<file path="src/rtl/note_sequencer_pkg.sv">
// Shared register map, CONTROL/status bit positions and FSM states.
package note_sequencer_pkg;

  localparam logic [1:0] ADDR_PERIOD   = 2'd0;
  localparam logic [1:0] ADDR_DURATION = 2'd1;
  localparam logic [1:0] ADDR_CONTROL  = 2'd2;

  localparam int unsigned CTRL_FLUSH   = 0;
  localparam int unsigned CTRL_CLR_OVF = 1;

  localparam int unsigned ST_AUDIO     = 0;
  localparam int unsigned ST_PLAYING   = 1;
  localparam int unsigned ST_EMPTY     = 2;
  localparam int unsigned ST_FULL      = 3;
  localparam int unsigned ST_COUNT_LSB = 4;
  localparam int unsigned ST_OVERFLOW  = 8;

  typedef enum logic [1:0] {
    IDLE = 2'd0,
    LOAD = 2'd1,
    PLAY = 2'd2
  } state_t;

endpackage

</file>
<file path="src/rtl/note_fifo.sv">
// Synchronous note FIFO.
// Ports: push/pop/flush controls, din/dout data, full/empty/count status.
// Push while full is dropped; flush empties the FIFO and overrides push/pop.
module note_fifo #(
  parameter int unsigned WIDTH = 32,
  parameter int unsigned DEPTH = 4
) (
  input  logic                     clock,
  input  logic                     reset,
  input  logic                     push,
  input  logic                     pop,
  input  logic                     flush,
  input  logic [WIDTH-1:0]         din,
  output logic [WIDTH-1:0]         dout,
  output logic                     full,
  output logic                     empty,
  output logic [$clog2(DEPTH):0]   count
);

  localparam int unsigned AW = $clog2(DEPTH);
  localparam int unsigned CW = AW + 1;

  logic [WIDTH-1:0] mem [DEPTH];
  logic [AW-1:0]    rd_ptr;
  logic [AW-1:0]    wr_ptr;
  logic             do_push;
  logic             do_pop;

  assign full    = (count == CW'(DEPTH));
  assign empty   = (count == '0);
  assign do_push = push && !full && !flush;
  assign do_pop  = pop && !empty && !flush;
  assign dout    = mem[rd_ptr];

  always_ff @(posedge clock or posedge reset) begin
    if (reset) begin
      rd_ptr <= '0;
      wr_ptr <= '0;
      count  <= '0;
    end else if (flush) begin
      rd_ptr <= '0;
      wr_ptr <= '0;
      count  <= '0;
    end else begin
      if (do_push) wr_ptr <= wr_ptr + 1'b1;
      if (do_pop)  rd_ptr <= rd_ptr + 1'b1;
      case ({do_push, do_pop})
        2'b10:   count <= count + 1'b1;
        2'b01:   count <= count - 1'b1;
        default: count <= count;
      endcase
    end
  end

  always_ff @(posedge clock) begin
    if (do_push) mem[wr_ptr] <= din;
  end

endmodule

</file>
<file path="src/rtl/note_sequencer.sv">
// Memory-mapped tone controller: queued (half-period, duration) notes are
// played back-to-back as a square wave.
// Ports: clock/reset, IO write port (wr_en, wr_addr, wr_data), audio_out,
// playing, fifo_full, fifo_empty, status word for the IO read mux.
module note_sequencer
  import note_sequencer_pkg::*;
#(
  parameter int unsigned FIFO_DEPTH = 4,
  parameter int unsigned PERIOD_W   = 20,
  parameter int unsigned DUR_W      = 12,
  parameter int unsigned TICK_DIV   = 50000
) (
  input  logic        clock,
  input  logic        reset,
  input  logic        wr_en,
  input  logic [1:0]  wr_addr,
  input  logic [31:0] wr_data,
  output logic        audio_out,
  output logic        playing,
  output logic        fifo_full,
  output logic        fifo_empty,
  output logic [31:0] status
);

  localparam int unsigned CW = $clog2(FIFO_DEPTH) + 1;
  localparam int unsigned PW = $clog2(TICK_DIV);
  localparam int unsigned EW = PERIOD_W + DUR_W;
  localparam logic [PW-1:0] PRESC_MAX = PW'(TICK_DIV - 1);

  state_t state, state_nx;

  logic [PERIOD_W-1:0] staging;
  logic [PERIOD_W-1:0] half_period, half_period_nx;
  logic [PERIOD_W-1:0] phase, phase_nx;
  logic [DUR_W-1:0]    remaining, remaining_nx;
  logic [PW-1:0]       presc, presc_nx;
  logic                audio_nx;
  logic                playing_nx;
  logic                overflow;

  logic          wr_period, wr_dur, wr_ctrl, flush, clr_ovf;
  logic          pop_head;
  logic [EW-1:0] fifo_head;
  logic [CW-1:0] fifo_count;
  logic          unused_wr;

  assign wr_period = wr_en && (wr_addr == ADDR_PERIOD);
  assign wr_dur    = wr_en && (wr_addr == ADDR_DURATION);
  assign wr_ctrl   = wr_en && (wr_addr == ADDR_CONTROL);
  assign flush     = wr_ctrl && wr_data[CTRL_FLUSH];
  assign clr_ovf   = wr_ctrl && wr_data[CTRL_CLR_OVF];
  assign pop_head  = (state == IDLE) && !fifo_empty;
  assign unused_wr = ^wr_data;

  note_fifo #(
    .WIDTH (EW),
    .DEPTH (FIFO_DEPTH)
  ) u_fifo (
    .clock (clock),
    .reset (reset),
    .push  (wr_dur),
    .pop   (pop_head),
    .flush (flush),
    .din   ({staging, wr_data[DUR_W-1:0]}),
    .dout  (fifo_head),
    .full  (fifo_full),
    .empty (fifo_empty),
    .count (fifo_count)
  );

  // The head is captured on the popping edge, so LOAD works from the
  // registered copy rather than re-reading the FIFO.
  always_comb begin
    state_nx       = state;
    half_period_nx = half_period;
    remaining_nx   = remaining;
    phase_nx       = phase;
    presc_nx       = presc;
    audio_nx       = audio_out;
    case (state)
      IDLE: begin
        audio_nx = 1'b0;
        if (pop_head) begin
          half_period_nx = fifo_head[EW-1:DUR_W];
          remaining_nx   = fifo_head[DUR_W-1:0];
          state_nx       = LOAD;
        end
      end
      LOAD: begin
        phase_nx = '0;
        presc_nx = '0;
        audio_nx = 1'b0;
        state_nx = (remaining == '0) ? IDLE : PLAY;
      end
      PLAY: begin
        if (half_period != '0) begin
          if (phase == half_period - 1'b1) begin
            audio_nx = ~audio_out;
            phase_nx = '0;
          end else begin
            phase_nx = phase + 1'b1;
          end
        end
        if (presc == PRESC_MAX) begin
          presc_nx = '0;
          if (remaining == DUR_W'(1)) begin
            audio_nx = 1'b0;
            state_nx = IDLE;
          end else begin
            remaining_nx = remaining - 1'b1;
          end
        end else begin
          presc_nx = presc + 1'b1;
        end
      end
      default: state_nx = IDLE;
    endcase
    if (flush) begin
      state_nx = IDLE;
      audio_nx = 1'b0;
    end
    playing_nx = (state_nx == LOAD) || (state_nx == PLAY);
  end

  always_ff @(posedge clock or posedge reset) begin
    if (reset) begin
      state       <= IDLE;
      staging     <= '0;
      half_period <= '0;
      remaining   <= '0;
      phase       <= '0;
      presc       <= '0;
      audio_out   <= 1'b0;
      playing     <= 1'b0;
      overflow    <= 1'b0;
    end else begin
      state       <= state_nx;
      half_period <= half_period_nx;
      remaining   <= remaining_nx;
      phase       <= phase_nx;
      presc       <= presc_nx;
      audio_out   <= audio_nx;
      playing     <= playing_nx;
      if (wr_period) staging <= wr_data[PERIOD_W-1:0];
      if (wr_dur && fifo_full) overflow <= 1'b1;
      else if (clr_ovf)        overflow <= 1'b0;
    end
  end

  always_comb begin
    status                      = '0;
    status[ST_AUDIO]            = audio_out;
    status[ST_PLAYING]          = playing;
    status[ST_EMPTY]            = fifo_empty;
    status[ST_FULL]             = fifo_full;
    status[ST_COUNT_LSB +: 4]   = 4'(fifo_count);
    status[ST_OVERFLOW]         = overflow;
  end

endmodule

</file>
<file path="config.mk">
export PLATFORM = sky130hd
export DESIGN_NAME = note_sequencer
export DESIGN_NICKNAME = d
export VERILOG_FILES = /design/src/rtl/note_sequencer_pkg.sv /design/src/rtl/note_fifo.sv /design/src/rtl/note_sequencer.sv
export SDC_FILE = /design/constraint.sdc
export NUM_CORES = 1
export LEC_CHECK = 0
export CAP_MARGIN = 20
export CORE_MARGIN = 4
export CORE_UTILIZATION = 30
export DETAILED_ROUTE_END_ITERATION = 6
export GPL_ROUTABILITY_DRIVEN = 0
export GPL_TIMING_DRIVEN = 0
export PLACE_DENSITY = 0.57
export SYNTH_ARGS = -nofsm -noshare
export SYNTH_HDL_FRONTEND = slang
export SYNTH_SLANG_ARGS = --single-unit
</file>
<file path="constraint.sdc">
create_clock -name clock -period 6.4 [get_ports clock]
set_clock_uncertainty 0.2 [all_clocks]
set_input_delay 0.64 -clock clock [delete_from_list [all_inputs] [get_ports clock]]
set_output_delay 0.64 -clock clock [all_outputs]
set_load 0.01 [all_outputs]
</file>
==> key figures, run 1 <==
Drt
  • DRC viols: 0
  • DR vias/cell: 4.697
  • TritonRoute pass-1 iters: 5
  • Routed WL: around 22000 um
  • Initial DRC Count: roughly 380
  • DR WL/cell: about 16 um
  • Via count: about 6.6k
  • Final antenna-violating net count: 0

Clock network
  • Post-cts sizing count: 0
  • CTS Sinks: 228
  • CTS tree: yes
  • Worst skew pair latency: 520 ps
  • Hold_buf cts: 0
  • Setup bufs post-CTS: 0
  • Root Driver: clkbuf_16
  • CTS Buf Count: 25
  • Deepest clock path buffer count: 3
  • Clock-pin slew on the worst setup and hold paths: 70 ps
  • H-tree Lvls: 1

Final layout
  • Syn-to-layout area delta: 18.32%
  • Fin nets: 977
  • Ant. Diodes: 0
  • Filler cells: 3367
  • Reg area: 0.006346 mm^2
  • Layout cell share with drive strength beyond 1: 16.40%
  • Multi-input gate area: about 0.0038 mm^2
  • Final core occ: 36.12%

Pwr
  • Power Density: 409.0 mW/mm^2
  • Overall power: a little over 5 mW
  • Max IR drop VDD: 0.2670 mV
  • Lkg Pwr: 4.636 nW

Critical path
  • Crit path launch type: flop
  • Critical-path maximum fanout: 10
  • Slowest CP cell: nor3_1
  • CP top delay family: simple AND/OR/NAND/NOR gates
  • CP endpoint kind: flop
  • Critical path's most frequent cell: nand2_1
  • Critical path cell sequence: inv_1 -> ha_1 -> or4b_4 -> nand4bb_1 -> nor3_1 -> nand2_1 -> o21ai_0 -> buf_2 -> clkbuf_1 -> nand2_1 -> o211ai_1
  • CP arrival: 4050 ps
  • FF-to-FF setup slack: 2580 ps
  • Critical setup path kind: reg2reg
  • CP Buf/Inv Count: 3
  • CP max stage delay: 540 ps
  • Required @ worst endpoint: about 6600 ps

Logic synthesis
  • Post-synth top cells: edfxtp_1 (128), nand2_1 (125), dfrtp_1 (100), mux4_2 (33), nor2_1 (31)
  • Most numerous cell in the Yosys netlist: edfxtp_1
  • Post-synth ARST share: roughly 44%
  • Post-synth top area cell: edfxtp_1
  • Synth cell types: 71
  • Post-synth EDFFs: about 130
  • Main area contributors after synthesis: edfxtp_1 (36%), dfrtp_1 (24%), mux4_2 (7.0%), nand2_1 (4.4%), mux2_2 (2.6%)
  • Synth Instances: 835
  • #FFs+latches synth: 228
  • Yosys warnings: 0
  • Top cell type's share of synthesized area: around 36%
  • Register area share after synthesis: 60.03%
  • Ys flop type: edfxtp_1
  • Syn Std Cell Area: 0.01057 mm^2
  • Avg Inst Size Synth: 12.66 um^2

Timing
  • RSZ-0062 raised after global routing: false
  • Max Slew Vio Count: 0
  • Tcrit/Tclk final: 59.74%
  • Least-Margin Pin Slew: 1011 ps
  • Fin crit period: ~3800 ps
  • Max_slew headroom: 32.57%
  • Setup_tns: 0 ps
  • Setup violators final: 0
  • Final Hold Viols: 0
  • Max Clk Rate: 261.5 MHz

Place
  • # port buffers: 36
  • Final HPWL DP: 14760 um

GRT
  • Largest net degree at the start of global routing: 62
  • Antenna violations before repair: 0
  • GRT Overall Usage: a little under an eighth
  • First-pass GRT wire length: 36160 um
  • Grt ovf: 0
  • Vias in the first global route: approximately 6.5k

Die
  • Die height: 195.7 um
  • I/O pins: 73
  • Starting Density: 30.53%
  • DIE AREA: between 0.03 and 0.04 mm^2
  • Core Area: 0.03463 mm^2
  • Width of the chip: 195.7 um
  • Row count: 68

Min path
  • Type of the most critical hold path: reg2reg

Run
  • Max_cap viols: 0

Outcome
  • Status: finished, final reports clean
final timing paths:
path / start / endpoint / cells past startpoint
hold / removal: overflow / overflow / 2
setup / recovery: half_period[0] / phase[6] / 11
hold reg to reg: overflow / overflow / 2
min in group asynchronous: reset / staging[6] / 2
max in group asynchronous: reset / state[1] / 3
setup reg to reg: half_period[0] / phase[6] / 11
power by group:
group | switching (mW) | leakage (nW) | internal (mW) | total [mW]
Clock | 0.577 | 0.391 | 0.839 | 1.42
Sequential | 0.201 | 2.42 | 1.80 | 2.00
Combinational | 0.962 | 1.82 | 0.739 | 1.70
worst register-to-register path, cell delays in order (launching register included):
cell and delay [ps]:
dfrtp_1 440, inv_1 100, ha_1 240, or4b_4 520, nand4bb_1 400, nor3_1 540
nand2_1 100, o21ai_0 240, buf_2 310, clkbuf_1 440, nand2_1 100, o211ai_1 100
flip-flops by register name (all words and copies together) (netlist names):
signal,flops
presc,16
staging,20
u_fifo.rd_ptr,2
u_fifo.wr_ptr,2
half_period,20
u_fifo.mem,128
remaining,12
audio_out,1
overflow,1
playing,1
u_fifo.count,3
phase,20
state,2
area by class of cell:
type                    instances  area share, %
inverters                      22         0.6802
flip-flops and latches        228          50.74
multi-input cells             539          30.62
plain buffers                  69          3.231
well taps                     455          4.551
clock buffers                  29          5.122
repair buffers                 41          3.741
clock inverters                17          1.320
cells in the final DEF (no fill, tap or decap), types with 8 or more instances in the layout:
cell / n
and3_1: 8
conb_1: 24
clkdlybuf4s50_1: 36
a21oi_1: 26
xor2_1: 21
ha_1: 13
o21ai_0: 30
clkbuf_1: 29
dfrtp_1: 100
xnor2_1: 14
o22ai_1: 9
mux2_2: 24
nor2_1: 31
nand2_1: 125
or3_1: 11
inv_1: 21
edfxtp_1: 128
nor3_1: 17
buf_4: 29
nand4_1: 11
mux4_2: 33
nand3_1: 29
clkbuf_16: 25
metal layers:
metal / GRT usage, % / share of wire [%] / vias up
li1: - / - / 3207
met1: 15.90 / 46 / 3219
met2: 18.94 / 48 / 115
met3: 1.614 / 4.2 / 35
met4: 3.155 / 2.5 / 0
met5: 0 / 0 / -
logic make-up (layout without fill, tap and decap cells):
group	after synthesis	after routing	synth area share (%)
compound gates	117	117	7.149
xor+xnor	36	36	3.113
fa+ha+maj	14	14	1.728
buf+inv	91	178	4.604
flops	228	228	60.03
mux	59	59	9.776
other cells	1	24	0.03547
simple gates	289	289	13.56
through the flow:
| stage | instances | hold WS, ps | instance area, um^2 | setup WS, ps |
|---|---|---|---|---|
| global placement | 1349 | 291.2 | 11590 | 915.1 |
| finish | 1400 | 309.9 | 12510 | 2577 |
| floorplan | 858 | 265.3 | 10660 | 2941 |
| CTS | 1400 | 310.0 | 12510 | 2512 |
| detailed placement | 1354 | 296.1 | 11700 | 2526 |
| global route | 1400 | 331.2 | 12510 | 2265 |
No activity file was read; power rests on OpenSTA's default activity.
==> inputs of run 2 (changes only) <==
--- a/config.mk
+++ b/config.mk
@@ -11,7 +11,7 @@
 export DETAILED_ROUTE_END_ITERATION = 6
 export GPL_ROUTABILITY_DRIVEN = 0
 export GPL_TIMING_DRIVEN = 0
-export PLACE_DENSITY = 0.57
+export PLACE_DENSITY = 0.59
 export SYNTH_ARGS = -nofsm -noshare
 export SYNTH_HDL_FRONTEND = slang
 export SYNTH_SLANG_ARGS = --single-unit
==> constraint.sdc (replaced) <==
create_clock -name clock -period 3.35 [get_ports clock]
set_clock_uncertainty 0.2 [all_clocks]
set_input_delay 0.335 -clock clock [delete_from_list [all_inputs] [get_ports clock]]
set_output_delay 0.335 -clock clock [all_outputs]
set_load 0.01 [all_outputs]
==> key figures, run 2 (synthesis gave the netlist of run 1 again) <==
Outcome
  • Status: finished with violations (was finished, final reports clean)
  • Failing checks: setup timing

Pwr
  • Lkg Pwr: 4.791 nW (was 4.636 nW)
  • Max IR drop VDD: 0.4722 mV (was 0.2670 mV)
  • Psw: 3.448 mW (was 1.741 mW)
  • Clock share of power: 28.9% (was 27.7%)
  • Power Density: 801.9 mW/mm^2 (was 409.0 mW/mm^2)
  • Pint: 6.901 mW (was 3.375 mW)
  • Switching part of the total power: 33.31% (was 34.03%)
  • Sequential share of power: 37.1% (was 39.1%)
  • Comb power frac: 33.9% (was 33.2%)

Critical path
  • Required @ worst endpoint: 3550 ps (was 6630 ps)
  • Worst Reg-to-Reg Cells: 10 (was 11)
  • Critical setup path kind: reg2reg (unchanged)
  • FF-to-FF setup slack: -10 ps (was 2580 ps)
  • Crit path launch type: flop (unchanged)
  • CP max stage delay: 480 ps (was 540 ps)
  • Reg-to-reg endpoint: phase[19] (was phase[6])
  • CP arrival: 3560 ps (was 4050 ps)
  • Critical-path maximum fanout: 4 (was 10)
  • Critical path cell sequence: inv_2 -> ha_4 -> or4b_4 -> or4_4 -> and3_4 -> o41ai_4 -> nand3_1 -> or3_4 -> a31o_1 -> a21o_1 (was inv_1 -> ha_1 -> or4b_4 -> nand4bb_1 -> nor3_1 -> nand2_1 -> o21ai_0 -> buf_2 -> clkbuf_1 -> nand2_1 -> o211ai_1)
  • Slowest CP cell: or4b_4 (was nor3_1)
  • CP endpoint kind: flop (unchanged)
  • Reg2Reg Launch Point: half_period[0] (unchanged)

Timing
  • Max Clk Rate: 297.4 MHz (was 261.5 MHz)
  • Setup_tns: -31.31 ps (was 0 ps)
  • Least-Margin Pin Slew: 963.1 ps (was 1011 ps)
  • Fin crit period: 3363 ps (was 3823 ps)
  • RSZ-0062 raised after global routing: true (was false)
  • Final worst slack: -12.87 ps (was 2577 ps)
  • Final Hold Viols: 0 (unchanged)
  • Max Slew Vio Count: 0 (unchanged)
  • Max_slew headroom: 35.80% (was 32.57%)
  • Tcrit/Tclk final: 100.4% (was 59.74%)
  • Setup violators final: 4 (was 0)

Place
  • Placed instance count: 1353 (was 1354)
  • Final HPWL DP: 15050 um (was 14760 um)
  • Placement Setup Slack: -496.0 ps (was 2526 ps)
  • # port buffers: 36 (unchanged)

Die
  • Die height: 195.7 um (unchanged)
  • Width of the chip: 195.7 um (unchanged)
  • Row count: 68 (unchanged)
  • Starting Density: 30.53% (unchanged)
  • Core Area: 0.03463 mm^2 (unchanged)
  • I/O pins: 73 (unchanged)
  • DIE AREA: 0.03830 mm^2 (unchanged)

Clock network
  • Worst skew pair latency: 510 ps (was 520 ps)
  • CTS tree: yes (unchanged)
  • CTS Buf Count: 25 (unchanged)
  • Clock-pin slew on the worst setup and hold paths: 60 ps (was 70 ps)
  • CTS Sinks: 228 (unchanged)
  • H-tree Lvls: 1 (unchanged)
  • Deepest clock path buffer count: 3 (unchanged)
  • Root Driver: clkbuf_16 (unchanged)
  • Hold_buf cts: 0 (unchanged)

Drt
  • Routed WL: 22400 um (was 22150 um)
  • Initial DRC Count: 465 (was 379)
  • DRC viols: 0 (unchanged)
  • DR vias/cell: 4.744 (was 4.697)
  • Final antenna-violating net count: 0 (unchanged)
  • DR WL/cell: 15.91 um (was 15.82 um)
  • Via count: 6679 (was 6576)
  • TritonRoute pass-1 iters: 4 (was 5)

Final layout
  • Leading cell types in the layout, fill and taps excluded: edfxtp_1 (128), nand2_1 (125), dfrtp_1 (100), buf_4 (39), clkdlybuf4s50_1 (36) (was edfxtp_1 (128), nand2_1 (125), dfrtp_1 (100), clkdlybuf4s50_1 (36), mux4_2 (33))
  • Fin nets: 986 (was 977)
  • Final core occ: 37.27% (was 36.12%)
  • Most common cell after layout, fill and taps aside: edfxtp_1 (unchanged)
  • Ant. Diodes: 0 (unchanged)
  • Syn-to-layout area delta: 22.07% (was 18.32%)
  • Max FFs per register: 128 (unchanged)
  • Most flops, register: u_fifo.mem (unchanged)
  • Layout cell share with drive strength beyond 1: 20.88% (was 16.40%)
  • Fin cells: 1408 (was 1400)

GRT
  • Largest net degree at the start of global routing: 54 (was 62)
  • GRT Overall Usage: 11.55% (was 11.45%)
  • Grt ovf: 0 (unchanged)
  • First-pass GRT wire length: 36350 um (was 36160 um)
  • Antenna violations before repair: 0 (unchanged)
  • Vias in the first global route: 6623 (was 6533)

Min path
  • Type of the most critical hold path: in2async (was reg2reg)

Run
  • Max_cap viols: 0 (unchanged)
## run 2: what timing repair did
item | in CTS | in global routing
gates cloned | 1 | 0
setup endpoints to repair | 21 | 21
gates resized for setup | 19 | 28
setup buffers | 8 | 3
pin swaps | 7 | 20
## run 2: critical path: cells and delay by family, from the launching register on
family | cells | cell delay [ps]
flip-flops | 1 | 390
adder cells (fa/ha/maj) | 1 | 130
buffers and inverters | 1 | 80
AO/OA/AOI/OAI | 3 | 740
AND/OR/NAND/NOR | 5 | 1700
## run 2: worst max path at each step
stage	from	to	slack [ps]	depth (start not counted)
3_3_place_gp	reset	presc[0]	-1880	2
5_1_grt	half_period[0]	phase[5]	-90	12
3_5_place_dp	half_period[0]	phase[6]	-500	11
4_1_cts	half_period[1]	phase[1]	10	11
2_1_floorplan	half_period[0]	phase[19]	9	11
6_report	half_period[0]	phase[19]	-10	10
## run 2: layout make-up
cell class	count	area [um^2]
fill	3313	21720
sequential	228	6346
multi-input combinational	539	4014
clock buffer	30	674.4
timing repair buffer	52	573.1
tap	455	569.3
buffer	67	405.4
clock inverter	15	237.7
inverter	22	85.08
## run 2: power groups by stage
stage	Clock, mW	Combinational (mW)	Sequential, mW
after floorplan	0	2.42	3.77
after global placement	0	3.22	3.86
after detailed placement	0	3.29	3.88
after CTS	3.07	3.46	3.84
after global routing	3.19	3.91	3.91
final	3.00	3.51	3.84
## run 2: layer usage
metal / share of wire, % / wire [um] / GRT usage (%) / vias to the layer above
li1: - / - / - / 3234
met3: 3.9 / 874 / 1.803 / 26
met4: 1.6 / 366 / 2.405 / 0
met1: 46 / 10240 / 15.74 / 3302
met2: 49 / 10920 / 19.68 / 117
met5: 0 / 0 / 0 / -
## run 2: through the flow
stage | cell area (um^2) | power [mW] | hold WS (ps)
after floorplan | 10660 | 6.190 | 233.9
after global placement | 11590 | 7.079 | 291.0
after detailed placement | 11690 | 7.167 | 301.4
after CTS | 12790 | 10.37 | 119.2
after global routing | 12900 | 11.01 | 153.6
final | 12900 | 10.35 | 95.59
==> inputs of run 3 (changes only) <==
--- a/config.mk
+++ b/config.mk
@@ -11,7 +11,7 @@
 export DETAILED_ROUTE_END_ITERATION = 6
 export GPL_ROUTABILITY_DRIVEN = 0
 export GPL_TIMING_DRIVEN = 0
-export PLACE_DENSITY = 0.59
+export PLACE_DENSITY_LB_ADDON = 0.25
 export SYNTH_ARGS = -nofsm -noshare
 export SYNTH_HDL_FRONTEND = slang
 export SYNTH_SLANG_ARGS = --single-unit
==> key figures, run 3 (synthesis gave the netlist of run 1 again) <==
Outcome
  • Status: finished with violations (unchanged)
  • Failing checks: setup timing (unchanged)

Final layout
  • Filler cells: 3279 (was 3313)
  • Final core occ: 37.32% (was 37.27%)
  • Most flops, register: u_fifo.mem (unchanged)
  • Syn-to-layout area delta: 22.26% (was 22.07%)
  • Layout cell share with drive strength beyond 1: 21.02% (was 20.88%)
  • Fin cells: 1416 (was 1408)
  • Fin nets: 991 (was 986)
  • Most common cell after layout, fill and taps aside: edfxtp_1 (unchanged)
  • Design area: 0.01292 mm^2 (was 0.01290 mm^2)
  • Max FFs per register: 128 (unchanged)
  • Ant. Diodes: 0 (unchanged)
  • Leading cell types in the layout, fill and taps excluded: edfxtp_1 (128), nand2_1 (125), dfrtp_1 (100), buf_4 (37), clkdlybuf4s50_1 (36) (was edfxtp_1 (128), nand2_1 (125), dfrtp_1 (100), buf_4 (39), clkdlybuf4s50_1 (36))

Pwr
  • Power Density: 799.9 mW/mm^2 (was 801.9 mW/mm^2)
  • Overall power: 10.34 mW (was 10.35 mW)
  • Lkg Pwr: 4.808 nW (was 4.791 nW)
  • Max IR drop VDD: 0.3916 mV (was 0.4722 mV)

Die
  • Starting Density: 30.53% (unchanged)
  • Die height: 195.7 um (unchanged)
  • Core Area: 0.03463 mm^2 (unchanged)
  • Row count: 68 (unchanged)
  • DIE AREA: 0.03830 mm^2 (unchanged)
  • Width of the chip: 195.7 um (unchanged)
  • I/O pins: 73 (unchanged)

Critical path
  • Crit path launch type: flop (unchanged)
  • CP arrival: 3560 ps (about the same)
  • Worst Reg-to-Reg Cells: 11 (was 10)
  • Critical-path maximum fanout: 5 (was 4)
  • FF-to-FF setup slack: -3 ps (was -10 ps)
  • Reg2Reg Launch Point: half_period[1] (was half_period[0])
  • Reg-to-reg endpoint: phase[1] (was phase[19])
  • Critical setup path kind: reg2reg (unchanged)
  • CP endpoint kind: flop (unchanged)
  • Required @ worst endpoint: 3560 ps (was 3550 ps)

Drt
  • DRC viols: 0 (unchanged)
  • TritonRoute pass-1 iters: 4 (unchanged)
  • DR WL/cell: 16.42 um (was 15.91 um)
  • Via count: 6735 (was 6679)
  • Initial DRC Count: 366 (was 465)
  • DR vias/cell: 4.756 (was 4.744)
  • Routed WL: 23250 um (was 22400 um)
  • Final antenna-violating net count: 0 (unchanged)

Place
  • Placement Setup Slack: -544.0 ps (was -496.0 ps)
  • # port buffers: 36 (unchanged)
  • Final HPWL DP: 15330 um (was 15050 um)
  • DP Area: 0.01171 mm^2 (was 0.01169 mm^2)
  • Placed instance count: 1354 (was 1353)

Min path
  • Hold EP: staging[19]
  • Hold Crit Depth: 2
  • Hold Crit Start: wr_data[19]
  • Type of the most critical hold path: in2reg (was in2async)

GRT
  • GRT Overall Usage: 11.96% (was 11.55%)
  • Grt ovf: 0 (unchanged)
  • Vias in the first global route: 6460 (was 6623)
  • Largest net degree at the start of global routing: 85 (was 54)
  • Antenna violations before repair: 0 (unchanged)
  • First-pass GRT wire length: 37360 um (was 36350 um)

Clock network
  • H-tree Lvls: 1 (unchanged)
  • CTS tree: yes (unchanged)
  • CTS Buf Count: 27 (was 25)
  • Deepest clock path buffer count: 3 (unchanged)
  • CTS Sinks: 228 (unchanged)
  • Clock-pin slew on the worst setup and hold paths: 60 ps (about the same)
  • Worst skew pair latency: 520 ps (was 510 ps)
  • Root Driver: clkbuf_16 (unchanged)

Timing
  • Tcrit/Tclk final: 100.1% (was 100.4%)
  • Max Slew Vio Count: 0 (unchanged)
  • Final Hold Viols: 0 (unchanged)
  • Setup violators final: 2 (was 4)
  • RSZ-0062 raised after global routing: true (unchanged)
  • Setup_tns: -3.975 ps (was -31.31 ps)
  • Fin crit period: 3353 ps (was 3363 ps)
  • Max Clk Rate: 298.2 MHz (was 297.4 MHz)
  • Least-Margin Pin Slew: 978.1 ps (was 963.1 ps)
  • Max_slew headroom: 34.79% (was 35.80%)
  • Final hold slack: 216.8 ps (was 95.59 ps)
  • Final worst slack: -2.899 ps (was -12.87 ps)

Run
  • Max_cap viols: 0 (unchanged)
## run 3: cell count changes in the layout (fill, tap and decap cells not counted), moves of 2 or more
cell and change:
o311ai_2 +2, bufinv_16 -2, inv_6 +3, clkinv_2 +3, buf_12 +2, clkbuf_16 +2
clkbuf_1 +3, o311ai_1 -2, buf_4 -2
## run 3: where the power goes
group          total, mW  switching [mW]  internal [mW]
Clock               3.01            1.15           1.86
Combinational       3.51            1.95           1.56
Sequential          3.82           0.383           3.43
Total               10.3            3.48           6.86
## run 3: worst max-delay path, cell delays in order, from the launching register on
cell	delay (ps)
dfrtp_1	390
inv_2	80
ha_4	130
or4b_4	490
or4_4	490
and3_4	190
o41ai_4	310
nand3_1	90
or3_1	370
buf_6	150
buf_6	120
a32o_2	230
## run 3: layout make-up
class	count	area, um^2	area share (%)
Buffer	69	416.7	3.224
Clock buffer	33	728.2	5.634
Clock inverter	17	201.4	1.559
Inverter	22	87.58	0.6776
Multi-Input combinational cell	539	3991	30.88
Sequential cell	228	6346	49.10
Tap cell	455	569.3	4.405
Timing Repair Buffer	53	584.3	4.521
## run 3: per-layer routing
metal / GRT usage, % / vias up / share of wire, %
li1: - / 3250 / -
met3: 1.700 / 29 / 3.5
met1: 16.66 / 3339 / 46
met2: 19.95 / 117 / 48
met4: 2.793 / 0 / 1.8
met5: 0 / - / 0
## run 3: worst max-delay path by stage
stage,startpoint,end,slack [ps],depth (start not counted)
floorplan,half_period[0],phase[19],9,11
global placement,reset,presc[3],-2010,2
detailed placement,half_period[0],phase[8],-540,11
CTS,half_period[1],phase[1],-40,11
global route,half_period[0],phase[19],-140,11
finish,half_period[1],phase[1],-3,11
## run 3: repair_timing
item                                    in CTS  in global routing
hold endpoints to repair                    16                  0
setup buffers                                5                  4
pin swaps                                   15                 10
resized for setup                           19                 18
endpoints found under the setup margin      21                 27
hold buffers                                 1                  0
gates cloned                                 1                  1
